## config.mk

```make
export PLATFORM = sky130hd
export DESIGN_NAME = ram_port_arbiter
export DESIGN_NICKNAME = d
export VERILOG_FILES = /design/src/rtl/ram_port_arbiter.sv
export SDC_FILE = /design/constraint.sdc
export NUM_CORES = 1
export LEC_CHECK = 0
export BUFFER_PORTS_ARGS = -buffer_cell sky130_fd_sc_hd__buf_2
export CAP_MARGIN = 40
export CORE_MARGIN = 2
export CORE_UTILIZATION = 43
export DETAILED_ROUTE_END_ITERATION = 10
export PLACE_DENSITY_LB_ADDON = 0.1
export RECOVER_POWER = 25
export SLEW_MARGIN = 30
export SYNTH_ARGS = -nofsm -noshare
export SYNTH_HDL_FRONTEND = slang
export SYNTH_SLANG_ARGS = --single-unit
```

## constraint.sdc

```tcl
create_clock -name CLK -period 1.57 [get_ports CLK]
set_clock_uncertainty 0.1 [all_clocks]
set_input_delay 0.157 -clock CLK [delete_from_list [all_inputs] [get_ports CLK]]
set_output_delay 0.157 -clock CLK [all_outputs]
set_load 0.03 [all_outputs]
```

## src/rtl/ram_port_arbiter.sv

```systemverilog
// Two-port arbiter in front of a single-port RAM with a 1-cycle registered read.
// Define RAM_PORT_ARBITER_FIXED_PRIO_EN for fixed priority (port 0 wins ties); default is round-robin with lock.
module ram_port_arbiter #(
  parameter int ADDR_W = 8,
  parameter int DATA_W = 16
) (
  input  logic              CLK,
  input  logic              NCLR,
  input  logic              req0,
  input  logic              we0,
  input  logic [ADDR_W-1:0] addr0,
  input  logic [DATA_W-1:0] wdata0,
  input  logic              lock0,
  input  logic              req1,
  input  logic              we1,
  input  logic [ADDR_W-1:0] addr1,
  input  logic [DATA_W-1:0] wdata1,
  input  logic              lock1,
  output logic              gnt0,
  output logic              gnt1,
  output logic              rvalid0,
  output logic              rvalid1,
  output logic [DATA_W-1:0] rdata,
  output logic              ram_we,
  output logic [ADDR_W-1:0] ram_addr,
  output logic [DATA_W-1:0] ram_din,
  input  logic [DATA_W-1:0] ram_dout,
  output logic              busy,
  output logic [1:0]        fsm_state
);

  // Handshake: a requester raises reqN with stable we/addr/wdata and holds it until
  // gntN pulses (the cycle its access reaches the RAM); a read answers with a
  // one-cycle rvalidN two cycles later, with rdata valid only in that cycle.

  typedef enum logic [1:0] {
    ST_IDLE  = 2'd0,
    ST_ISSUE = 2'd1,
    ST_RESP  = 2'd2
  } state_t;

  state_t            state_q, state_d;
  logic              take;
  logic              win_d;
  logic              win_q;
  logic              we_q;
  logic              last_grant_q;
  logic              lock_valid_q;
  logic              lock_id_q;
  logic              issue_lock;
  logic [ADDR_W-1:0] ram_addr_q;
  logic [DATA_W-1:0] ram_din_q;
  logic [DATA_W-1:0] rdata_q;
  logic              rvalid0_q, rvalid1_q;

  always_comb begin
    state_d = state_q;
    take    = 1'b0;
    win_d   = 1'b0;
    case (state_q)
      ST_IDLE: begin
        if (req0 || req1) begin
          take    = 1'b1;
          state_d = ST_ISSUE;
          if (req0 && !req1) begin
            win_d = 1'b0;
          end else if (!req0 && req1) begin
            win_d = 1'b1;
          end else begin
`ifdef RAM_PORT_ARBITER_FIXED_PRIO_EN
            win_d = 1'b0;
`else
            win_d = lock_valid_q ? lock_id_q : ~last_grant_q;
`endif
          end
        end
      end
      ST_ISSUE: state_d = we_q ? ST_IDLE : ST_RESP;
      ST_RESP:  state_d = ST_IDLE;
      default:  state_d = ST_IDLE;
    endcase
  end

`ifdef RAM_PORT_ARBITER_FIXED_PRIO_EN
  assign issue_lock = ~win_q & lock0;
`else
  assign issue_lock = win_q ? lock1 : lock0;
`endif

  always_ff @(posedge CLK) begin
    if (!NCLR) begin
      state_q      <= ST_IDLE;
      win_q        <= 1'b0;
      we_q         <= 1'b0;
      last_grant_q <= 1'b1;
      lock_valid_q <= 1'b0;
      lock_id_q    <= 1'b0;
      ram_addr_q   <= '0;
      ram_din_q    <= '0;
      rdata_q      <= '0;
      rvalid0_q    <= 1'b0;
      rvalid1_q    <= 1'b0;
    end else begin
      state_q   <= state_d;
      rvalid0_q <= 1'b0;
      rvalid1_q <= 1'b0;
      if (take) begin
        win_q      <= win_d;
        we_q       <= win_d ? we1 : we0;
        ram_addr_q <= win_d ? addr1 : addr0;
        ram_din_q  <= win_d ? wdata1 : wdata0;
      end
      if (state_q == ST_ISSUE) begin
        last_grant_q <= win_q;
        lock_valid_q <= issue_lock;
        lock_id_q    <= win_q;
      end
      if (state_q == ST_RESP) begin
        rdata_q   <= ram_dout;
        rvalid0_q <= ~win_q;
        rvalid1_q <= win_q;
      end
    end
  end

  // Strobes are gated by NCLR so a reset landing on the ISSUE edge abandons the access.
  assign gnt0      = NCLR && (state_q == ST_ISSUE) && !win_q;
  assign gnt1      = NCLR && (state_q == ST_ISSUE) && win_q;
  assign ram_we    = NCLR && (state_q == ST_ISSUE) && we_q;
  assign ram_addr  = ram_addr_q;
  assign ram_din   = ram_din_q;
  assign rdata     = rdata_q;
  assign rvalid0   = rvalid0_q;
  assign rvalid1   = rvalid1_q;
  assign busy      = (state_q != ST_IDLE);
  assign fsm_state = state_q;

endmodule
```

==> impl_metrics.csv, run 1 <==
group,metric,value,unit
die,fp.dieH,72.6,µm
synthesis,synth-edff-count,0,
worst_setup_path,crit_path_end_kind,"primary output",
synthesis,synth_fp_nets,268,
sta,rsz0062_at_grt,"false",
pwr,total_power,2.92,mW
synthesis,seq_area_frac_synth,0.484,
synthesis,synth_top_area_frac,0.484,
synthesis,yosysWarnings,0,
sta,period_share,0.946,
synthesis,ys_async_sr_fraction,0,
die,start_util,0.456,
status,status,"complete, no violations",
run,max-cap-violations,0,
pwr,clkPwrFrac,0.242,
placed_design,placedCellCount,363,
synthesis,yosysUniqueCellTypes,26,
detailed_routing,vias,1918,
pwr,p_switching,0.916,mW
worst_setup_path,rrSetupSlack,0.14,ns
sta,slew-limit-headroom,0.738,
sta,slew_viol_final,0,
final_layout,drive_gt1_frac,0.375,
detailed_routing,drt-wirelength-per-cell,13.5,µm
pwr,share_comb_of_total_power,0.274,
detailed_routing,drc,0,
detailed_routing,dr.pass1.iters,4,
global_route,grt_max_degree,26,
detailed_routing,viasPerCell,5.05,
pwr,pwr-share-seq,0.484,
synthesis,synthTopCellsByCount,"49 x dfxtp_1, 40 x nand2_1, 26 x o21a_1",
cts,clockBufferDepth,2,
worst_setup_path,regToRegStartpoint,"lock_valid_q",
placed_design,place_congestion,0.731,
global_route,grt_pass1_wl,8130,µm
worst_setup_path,endpoint,"gnt0",
placed_design,portBuffers,119,
cts,cts_buffers,5,
synthesis,synth_ff_type,"dfxtp_1",
die,pin_count,120,
detailed_routing,drtIter0Drc,60,
worst_setup_path,worst-path-max-fanout,6,
pwr,powerDensity,1030,nW/µm²
sta,worst_pin_slew,0.394,ns
global_route,grt_usage,0.195,
cts,htree_levels,2,
final_layout,stdcell_count,380,
cts,path_clk_slew,0.08,ns
synthesis,yosysMostFrequentCell,"dfxtp_1",
synthesis,yosys-top-cells-area,"dfxtp_1 48%, o221a_1 14%, o21a_1 9.6%",
pwr,peakVddDrop,0.000534,V
synthesis,syn-cell-area,2030,µm²
die,rows,24,
worst_hold_path,hp-class,"input pin to flip-flop",
detailed_routing,wl,5120,µm
final_layout,syn_to_final_growth,40.5,%
sta,hold_violations,0,
worst_setup_path,critPathLaunch,"fsm_state[0]",
die,die_width,72.6,µm
worst_setup_path,r2r_end,"ram_din[11]",
worst_setup_path,crit_type,"flip-flop to primary output",
global_route,grt_remaining_overflow,0,
cts,tritoncts,"yes",
cts,worstSkewPairLatency,0.29,ns
sta,period_minus_slack,1.48,ns
cts,post_cts_buffers,0,
cts,cts_num_sinks,49,
synthesis,avgSynthCellArea,10.3,µm²
cts,clock-root-buffer,"clkbuf_8",
pwr,internal_power,2.01,mW
sta,fmaxAchievable,0.673,GHz
pwr,switching_share,0.313,
global_route,grt_pass1_vias,1808,
synthesis,yosys.area.top_type,"dfxtp_1",
sta,holdWs,0.00437,ns
die,core-area,4440,µm²
die,dieArea,5280,µm²
synthesis,synth_seq_cells,49,
placed_design,dp_hpwl,3700,µm
pwr,leakagePower,1.27,nW
synthesis,synthCells,196,
sta,tns,0,ns
final_layout,diodes,0,
worst_setup_path,r2r_cells,5,
worst_setup_path,arrival,1.23,ns
sta,setup_viol,0,
global_route,antenna_found_initial,0,
worst_setup_path,cp.required,1.31,ns
worst_setup_path,start_kind,"flip-flop",
detailed_routing,ant_nets,0,
final_layout,nNetsFinal,399,
metrics by stage:
stage	setup WS, ns	instance area (µm²)	utilization
after floorplan	0.0179	2030	-
after global placement	0.183	2690	0.605
after detailed placement	0.144	2690	0.605
after CTS	0.00197	2860	0.644
after global routing	0.00191	2850	0.640
final	0.0852	2850	0.640
worst max-delay path, cell delays in order, from the launching register on:
cell      delay [ns]
dfxtp_4         0.39
nor2b_4         0.17
nand2_1         0.09
nor2_2          0.10
clkbuf_4        0.19
cell families after synthesis:
group / synth area share
AOI/OAI and AO/OA: 0.324
DFF: 0.484
muxes: 0.00494
and+or+nand+nor: 0.127
buffers and inverters: 0.0599
flip-flops by register name, summed over array words and instances (netlist names):
signal / flops
last_grant_q: 1
we_q: 1
rvalid0: 1
fsm_state: 2
lock_valid_q: 1
win_q: 1
ram_din: 16
rvalid1: 1
ram_addr: 8
rdata: 16
lock_id_q: 1
power by group through the flow:
stage / Clock, mW / Combinational, mW / Sequential (mW)
6_report: 0.707 / 0.801 / 1.42
4_1_cts: 0.732 / 0.815 / 1.41
3_3_place_gp: 0 / 0.791 / 1.44
3_5_place_dp: 0 / 0.797 / 1.44
2_1_floorplan: 0 / 0.338 / 1.63
5_1_grt: 0.774 / 0.866 / 1.43
how the worst min path moves through the flow:
stage | from | to | depth (start not counted)
detailed placement | ram_dout[14] | rdata[14] | 3
finish | ram_dout[1] | rdata[1] | 3
global route | wdata0[9] | ram_din[9] | 2
global placement | ram_dout[5] | rdata[5] | 3
floorplan | ram_dout[0] | rdata[0] | 2
CTS | ram_dout[1] | rdata[1] | 3
metal layers:
layer	global-route usage	share of wire	vias up
met5	0	0	-
met4	0.0514	0.0035	0
met3	0.0456	0.067	4
met2	0.328	0.46	72
met1	0.250	0.47	874
li1	-	-	968
layout by cell type, fill, tap and decap left out, types with 2 or more instances in the layout:
master / netlist / routed
clkbuf_1: 5 / 26
nand2b_1: 2 / 2
a21boi_1: 11 / 11
buf_4: 1 / 10
nor2_1: 3 / 2
dfxtp_1: 49 / 48
nand2_1: 40 / 40
a21boi_0: 7 / 7
o221a_1: 25 / 25
buf_2: 4 / 95
buf_12: 0 / 2
clkbuf_8: 0 / 5
and3_1: 3 / 3
o21a_1: 26 / 26
dlygate4sd3_1: 0 / 9
cell type report:
cell class | instances | area, µm²
multi-input cells | 129 | 933
repair buffers | 140 | 774
clock buffers | 8 | 80.1
inverters | 2 | 7.51
flip-flops and latches | 49 | 985
well taps | 52 | 65.1
fillers | 422 | 1600
what timing repair did:
action | in CTS | in global routing
resized for setup | 2 | 3
hold endpoints to repair | 9 | 0
pin swaps | 0 | 0
hold buffers | 9 | 0
setup endpoints to repair | 3 | 3
Note: power is estimated with default switching activity, not from simulation.
==> run 2: changes to the inputs <==
Settings changed: CORE_UTILIZATION 43 to 45.
Clock period 1.57 ns to 1.8 ns, I/O delays scaled along.
==> run 2 against run 1 <==
  * Clock-buffer cell count decreased by 1
  * Global-route usage shrank 0.41 points
  * Flip-flop and latch count unchanged
  * Register-to-register slack improved by 0.06 ns
  * Non-clock buffer count decreased by 13
  * Hold slack improved by 0.018 ns
  * First-iteration DRC count is 13% higher
  * Critical path depth unchanged
  * Sequential power is 13% lower
  * Die area decreased by 4.2%
  * Critical path type unchanged
  * Largest power group unchanged
==> impl_metrics.csv, run 2 (same netlist as run 1, synthesis figures left out) <==
group,metric,value,unit
pwr,total_power,2.55,mW
die,pin_count,120,
detailed_routing,drtIter0Drc,68,
global_route,grt_remaining_overflow,0,
detailed_routing,viasPerCell,5.05,
placed_design,place_congestion,0.775,
worst_setup_path,crit_type,"flip-flop to primary output",
final_layout,final_common_cell,"buf_2",
placed_design,portBuffers,119,
detailed_routing,vias,1849,
worst_setup_path,critPathLaunch,"fsm_state[0]",
detailed_routing,wl,4870,µm
status,status,"complete, no violations",
final_layout,diodes,0,
cts,clockBufferDepth,2,
placed_design,dp_hpwl,3660,µm
worst_setup_path,start_kind,"flip-flop",
worst_setup_path,crit_path_end_kind,"primary output",
global_route,grt_max_degree,36,
sta,slew_viol_final,0,
worst_setup_path,arrival,1.36,ns
final_layout,syn_to_final_growth,35.1,%
die,dieArea,5050,µm²
pwr,peakVddDrop,0.000495,V
detailed_routing,drc,0,
cts,cts_buffers,5,
sta,hold_violations,0,
pwr,leakagePower,1.21,nW
cts,tritoncts,"yes",
die,core-area,4350,µm²
sta,worst_slack,0.158,ns
placed_design,pre_cts_slack,0.107,ns
cts,htree_levels,2,
worst_setup_path,worst-path-max-fanout,6,
detailed_routing,dr.pass1.iters,6,
worst_setup_path,cp.required,1.52,ns
final_layout,seqCellArea,981,µm²
final_layout,nNetsFinal,386,
global_route,grt_pass1_vias,1750,
worst_setup_path,regToRegStartpoint,"lock_valid_q",
pwr,pwr-share-seq,0.486,
pwr,p_switching,0.783,mW
die,die_width,71.1,µm
cts,clock-root-buffer,"clkbuf_8",
global_route,grt_usage,0.191,
sta,slew-limit-headroom,0.740,
final_layout,multi_input_area,931,µm²
final_layout,fill_cells,392,
global_route,antenna_found_initial,0,
final_layout,drive_gt1_frac,0.373,
sta,period_share,0.912,
die,rows,24,
worst_hold_path,hp-class,"input pin to flip-flop",
sta,setup_viol,0,
worst_hold_path,hp-start,"ram_dout[2]",
sta,rsz0062_at_grt,"false",
pwr,powerDensity,930,nW/µm²
pwr,internal_power,1.76,mW
cts,path_clk_slew,0.08,ns
cts,cts_num_sinks,49,
run,max-cap-violations,0,
die,start_util,0.465,
sta,worst_pin_slew,0.392,ns
detailed_routing,drt-wirelength-per-cell,13.3,µm
cts,worstSkewPairLatency,0.28,ns
sta,fmaxAchievable,0.609,GHz
pwr,clkPwrFrac,0.249,
global_route,grt_pass1_wl,7770,µm
pwr,share_comb_of_total_power,0.265,
pwr,switching_share,0.308,
final_layout,layout_common_cells,"95 x buf_2, 49 x dfxtp_1, 40 x nand2_1",
detailed_routing,ant_nets,0,
die,fp.dieH,71.1,µm
sta,period_minus_slack,1.64,ns
[run 2: power by group through the flow]
| stage | Combinational (mW) | Sequential (mW) | Clock (mW) |
|---|---|---|---|
| 5_1_grt | 0.726 | 1.25 | 0.691 |
| 2_1_floorplan | 0.295 | 1.42 | 0 |
| 4_1_cts | 0.679 | 1.24 | 0.653 |
| 3_3_place_gp | 0.665 | 1.26 | 0 |
| 3_5_place_dp | 0.678 | 1.26 | 0 |
| 6_report | 0.676 | 1.24 | 0.634 |
[run 2: worst paths after layout]
path         slack (ns)  cells after the start    endpoint
max reg2reg        0.20                      5  ram_din[5]
max                0.16                      4        gnt0
min reg2reg        0.35                      2   rdata[15]
min                0.02                      3    rdata[2]
[run 2: area by class of cell]
class                      count  share of cell area
multi-input combinational    129               0.340
clock buffer                   7              0.0315
tap                           52              0.0238
timing repair buffer         127               0.244
inverter                       2             0.00274
sequential                    49               0.358
[run 2: routing by layer]
| layer | wire length (µm) | global-route usage | vias to the layer above | share of wire |
|---|---|---|---|---|
| met1 | 1980 | 0.217 | 840 | 0.41 |
| met3 | 317 | 0.0456 | 2 | 0.065 |
| met5 | 0 | 0 | - | 0 |
| met2 | 2560 | 0.357 | 66 | 0.53 |
| li1 | - | - | 941 | - |
| met4 | 17 | 0.0440 | 0 | 0.0035 |
[run 2: critical path, cell delays in order, from the launching register on]
cell	delay, ns
dfxtp_1	0.46
nor2b_4	0.24
nand2_1	0.09
nor2_1	0.09
buf_2	0.20
[run 2: what timing repair did]
item | CTS | global route
gates resized for setup | 1 | 1
hold buffers | 0 | 0
buffers inserted | 0 | 1
pin swaps | 0 | 1
endpoints found under the setup margin | 1 | 4
[run 2: metrics by stage]
stage                      util  setup TNS [ns]  instances  cell area (µm²)  hold slack, ns
after CTS                 0.630               0        365             2740          0.0136
after global routing      0.629               0        366             2740          0.0312
after detailed placement  0.609               0        358             2650           0.325
final                     0.629               0        366             2740          0.0227
after global placement    0.607           -1.93        357             2640           0.322
after floorplan               -               0        196             2030           0.215
==> run 3: changes to the inputs <==
Settings changed: ABC_CLOCK_PERIOD_IN_PS set to 1800, CORE_UTILIZATION 45 to 40, CTS_CLUSTER_DIAMETER set to 120.
==> run 3 against run 2 <==
  * Critical path depth unchanged
  * Clock power down 2%
  * Via count up 1.5%
  * Combinational power down 3%
  * Largest cell class unchanged
  * Highest routed layer unchanged
==> impl_metrics.csv, run 3 (same netlist as run 1, synthesis figures left out) <==
group,metric,value,unit
status,status,"complete, no violations",
final_layout,stdcell_area,2740,µm²
die,core-area,4820,µm²
cts,post_cts_buffers,0,
sta,slew_viol_final,0,
final_layout,drive_gt1_frac,0.376,
pwr,internal_power,1.71,mW
placed_design,portBuffers,119,
final_layout,nNetsFinal,390,
worst_setup_path,crit_type,"flip-flop to primary output",
final_layout,final_common_cell,"buf_2",
detailed_routing,viasPerCell,4.86,
detailed_routing,drtIter0Drc,47,
worst_hold_path,hp-class,"input pin to flip-flop",
run,max-cap-violations,0,
worst_setup_path,critPathLaunch,"fsm_state[0]",
global_route,grt_pass1_wl,7670,µm
sta,worst_pin_slew,0.406,ns
sta,fmaxAchievable,0.603,GHz
detailed_routing,drt-wirelength-per-cell,13.2,µm
worst_hold_path,min_delay_path_depth,3,
worst_setup_path,regToRegStartpoint,"lock_valid_q",
final_layout,layout_common_cells,"95 x buf_2, 49 x dfxtp_1, 40 x nand2_1",
pwr,clkPwrFrac,0.248,
cts,clockBufferDepth,2,
sta,slew-limit-headroom,0.731,
worst_setup_path,r2r_end,"ram_addr[5]",
worst_setup_path,r2r_cells,4,
pwr,total_power,2.52,mW
detailed_routing,dr.pass1.iters,2,
worst_setup_path,cp.required,1.52,ns
pwr,p_switching,0.806,mW
cts,path_clk_slew,0.09,ns
placed_design,place_area,2670,µm²
sta,setup_viol,0,
global_route,grt_max_degree,26,
detailed_routing,wl,5090,µm
worst_hold_path,hp-start,"ram_dout[3]",
global_route,antenna_found_initial,0,
cts,cts_buffers,5,
sta,hold_violations,0,
die,die_width,75.2,µm
worst_setup_path,crit_path_end_kind,"primary output",
pwr,share_comb_of_total_power,0.262,
cts,clock-root-buffer,"clkbuf_8",
sta,period_minus_slack,1.66,ns
global_route,grt_pass1_vias,1728,
sta,tns,0,ns
worst_setup_path,start_kind,"flip-flop",
cts,cts_num_sinks,49,
sta,period_share,0.921,
sta,rsz0062_at_grt,"false",
die,rows,25,
detailed_routing,vias,1876,
placed_design,place_congestion,0.663,
die,start_util,0.421,
pwr,switching_share,0.320,
pwr,leakagePower,1.22,nW
worst_hold_path,min_to,"rdata[3]",
die,pin_count,120,
worst_setup_path,arrival,1.38,ns
worst_setup_path,rrSetupSlack,0.33,ns
final_layout,syn_to_final_growth,35.3,%
cts,tritoncts,"yes",
pwr,peakVddDrop,0.000374,V
pwr,powerDensity,919,nW/µm²
cts,worstSkewPairLatency,0.30,ns
placed_design,dp_hpwl,3730,µm
cts,htree_levels,2,
worst_setup_path,worst-path-max-fanout,6,
global_route,grt_remaining_overflow,0,
detailed_routing,drc,0,
final_layout,diodes,0,
global_route,grt_usage,0.178,
die,fp.dieH,75.2,µm
detailed_routing,ant_nets,0,
die,dieArea,5650,µm²
pwr,pwr-share-seq,0.491,
==> run 3: cell types whose count changed in the layout (fill, tap and decap cells not counted), sizes merged <==
cell | before | now
clkbuf | 31 | 30
dlygate4sd3 | 0 | 2
clkinv | 0 | 2
buf | 103 | 105
==> run 3: routing by layer <==
layer,part of all wire,routed length (µm),vias up,track usage
li1,-,-,949,-
met3,0.079,403,7,0.0683
met1,0.44,2220,850,0.207
met5,0,0,-,0
met2,0.47,2410,70,0.302
met4,0.012,61,0,0.0585
==> run 3: how the worst max path moves through the flow <==
stage	slack, ns	cells past startpoint	to
floorplan	0.10	3	gnt0
global placement	0.37	4	ram_din[10]
detailed placement	0.33	4	ram_din[15]
CTS	0.07	4	gnt0
global route	0.001	4	gnt0
finish	0.14	4	gnt0
==> run 3: final cells by class <==
cell class,instances,area [µm²]
inverters,2,7.51
well taps,67,83.8
multi-input cells,129,926
clock buffers,6,72.6
fillers,490,2080
flip-flops and latches,49,981
clock inverters,2,10.0
repair buffers,131,661
==> run 3: critical path: stages, from the launching register on <==
cell and delay, ns:
dfxtp_1 0.45, nor2b_2 0.24, nand2_1 0.09, nor2_1 0.10, buf_2 0.20
==> run 3: metrics by stage <==
step	worst slack [ns]	hold slack (ns)	std cells	util
after CTS	0.0688	0.000871	385	0.573
after detailed placement	0.332	0.325	376	0.554
after floorplan	0.104	0.215	196	-
after global placement	0.371	0.326	376	0.554
after global routing	0.00145	0.00492	386	0.569
final	0.142	0.0116	386	0.569
==> run 3: repair_timing <==
item                                    in CTS  in global routing
gates resized for setup                      0                  1
endpoints found under the setup margin       0                  3
hold buffers                                 1                  1
endpoints found under the hold margin        1                  1
==> run 3: power groups by stage <==
stage / clock network (mW) / logic (mW) / registers (mW)
2_1_floorplan: 0 / 0.295 / 1.42
3_3_place_gp: 0 / 0.670 / 1.26
3_5_place_dp: 0 / 0.676 / 1.26
4_1_cts: 0.649 / 0.676 / 1.24
5_1_grt: 0.702 / 0.711 / 1.25
6_report: 0.624 / 0.659 / 1.24
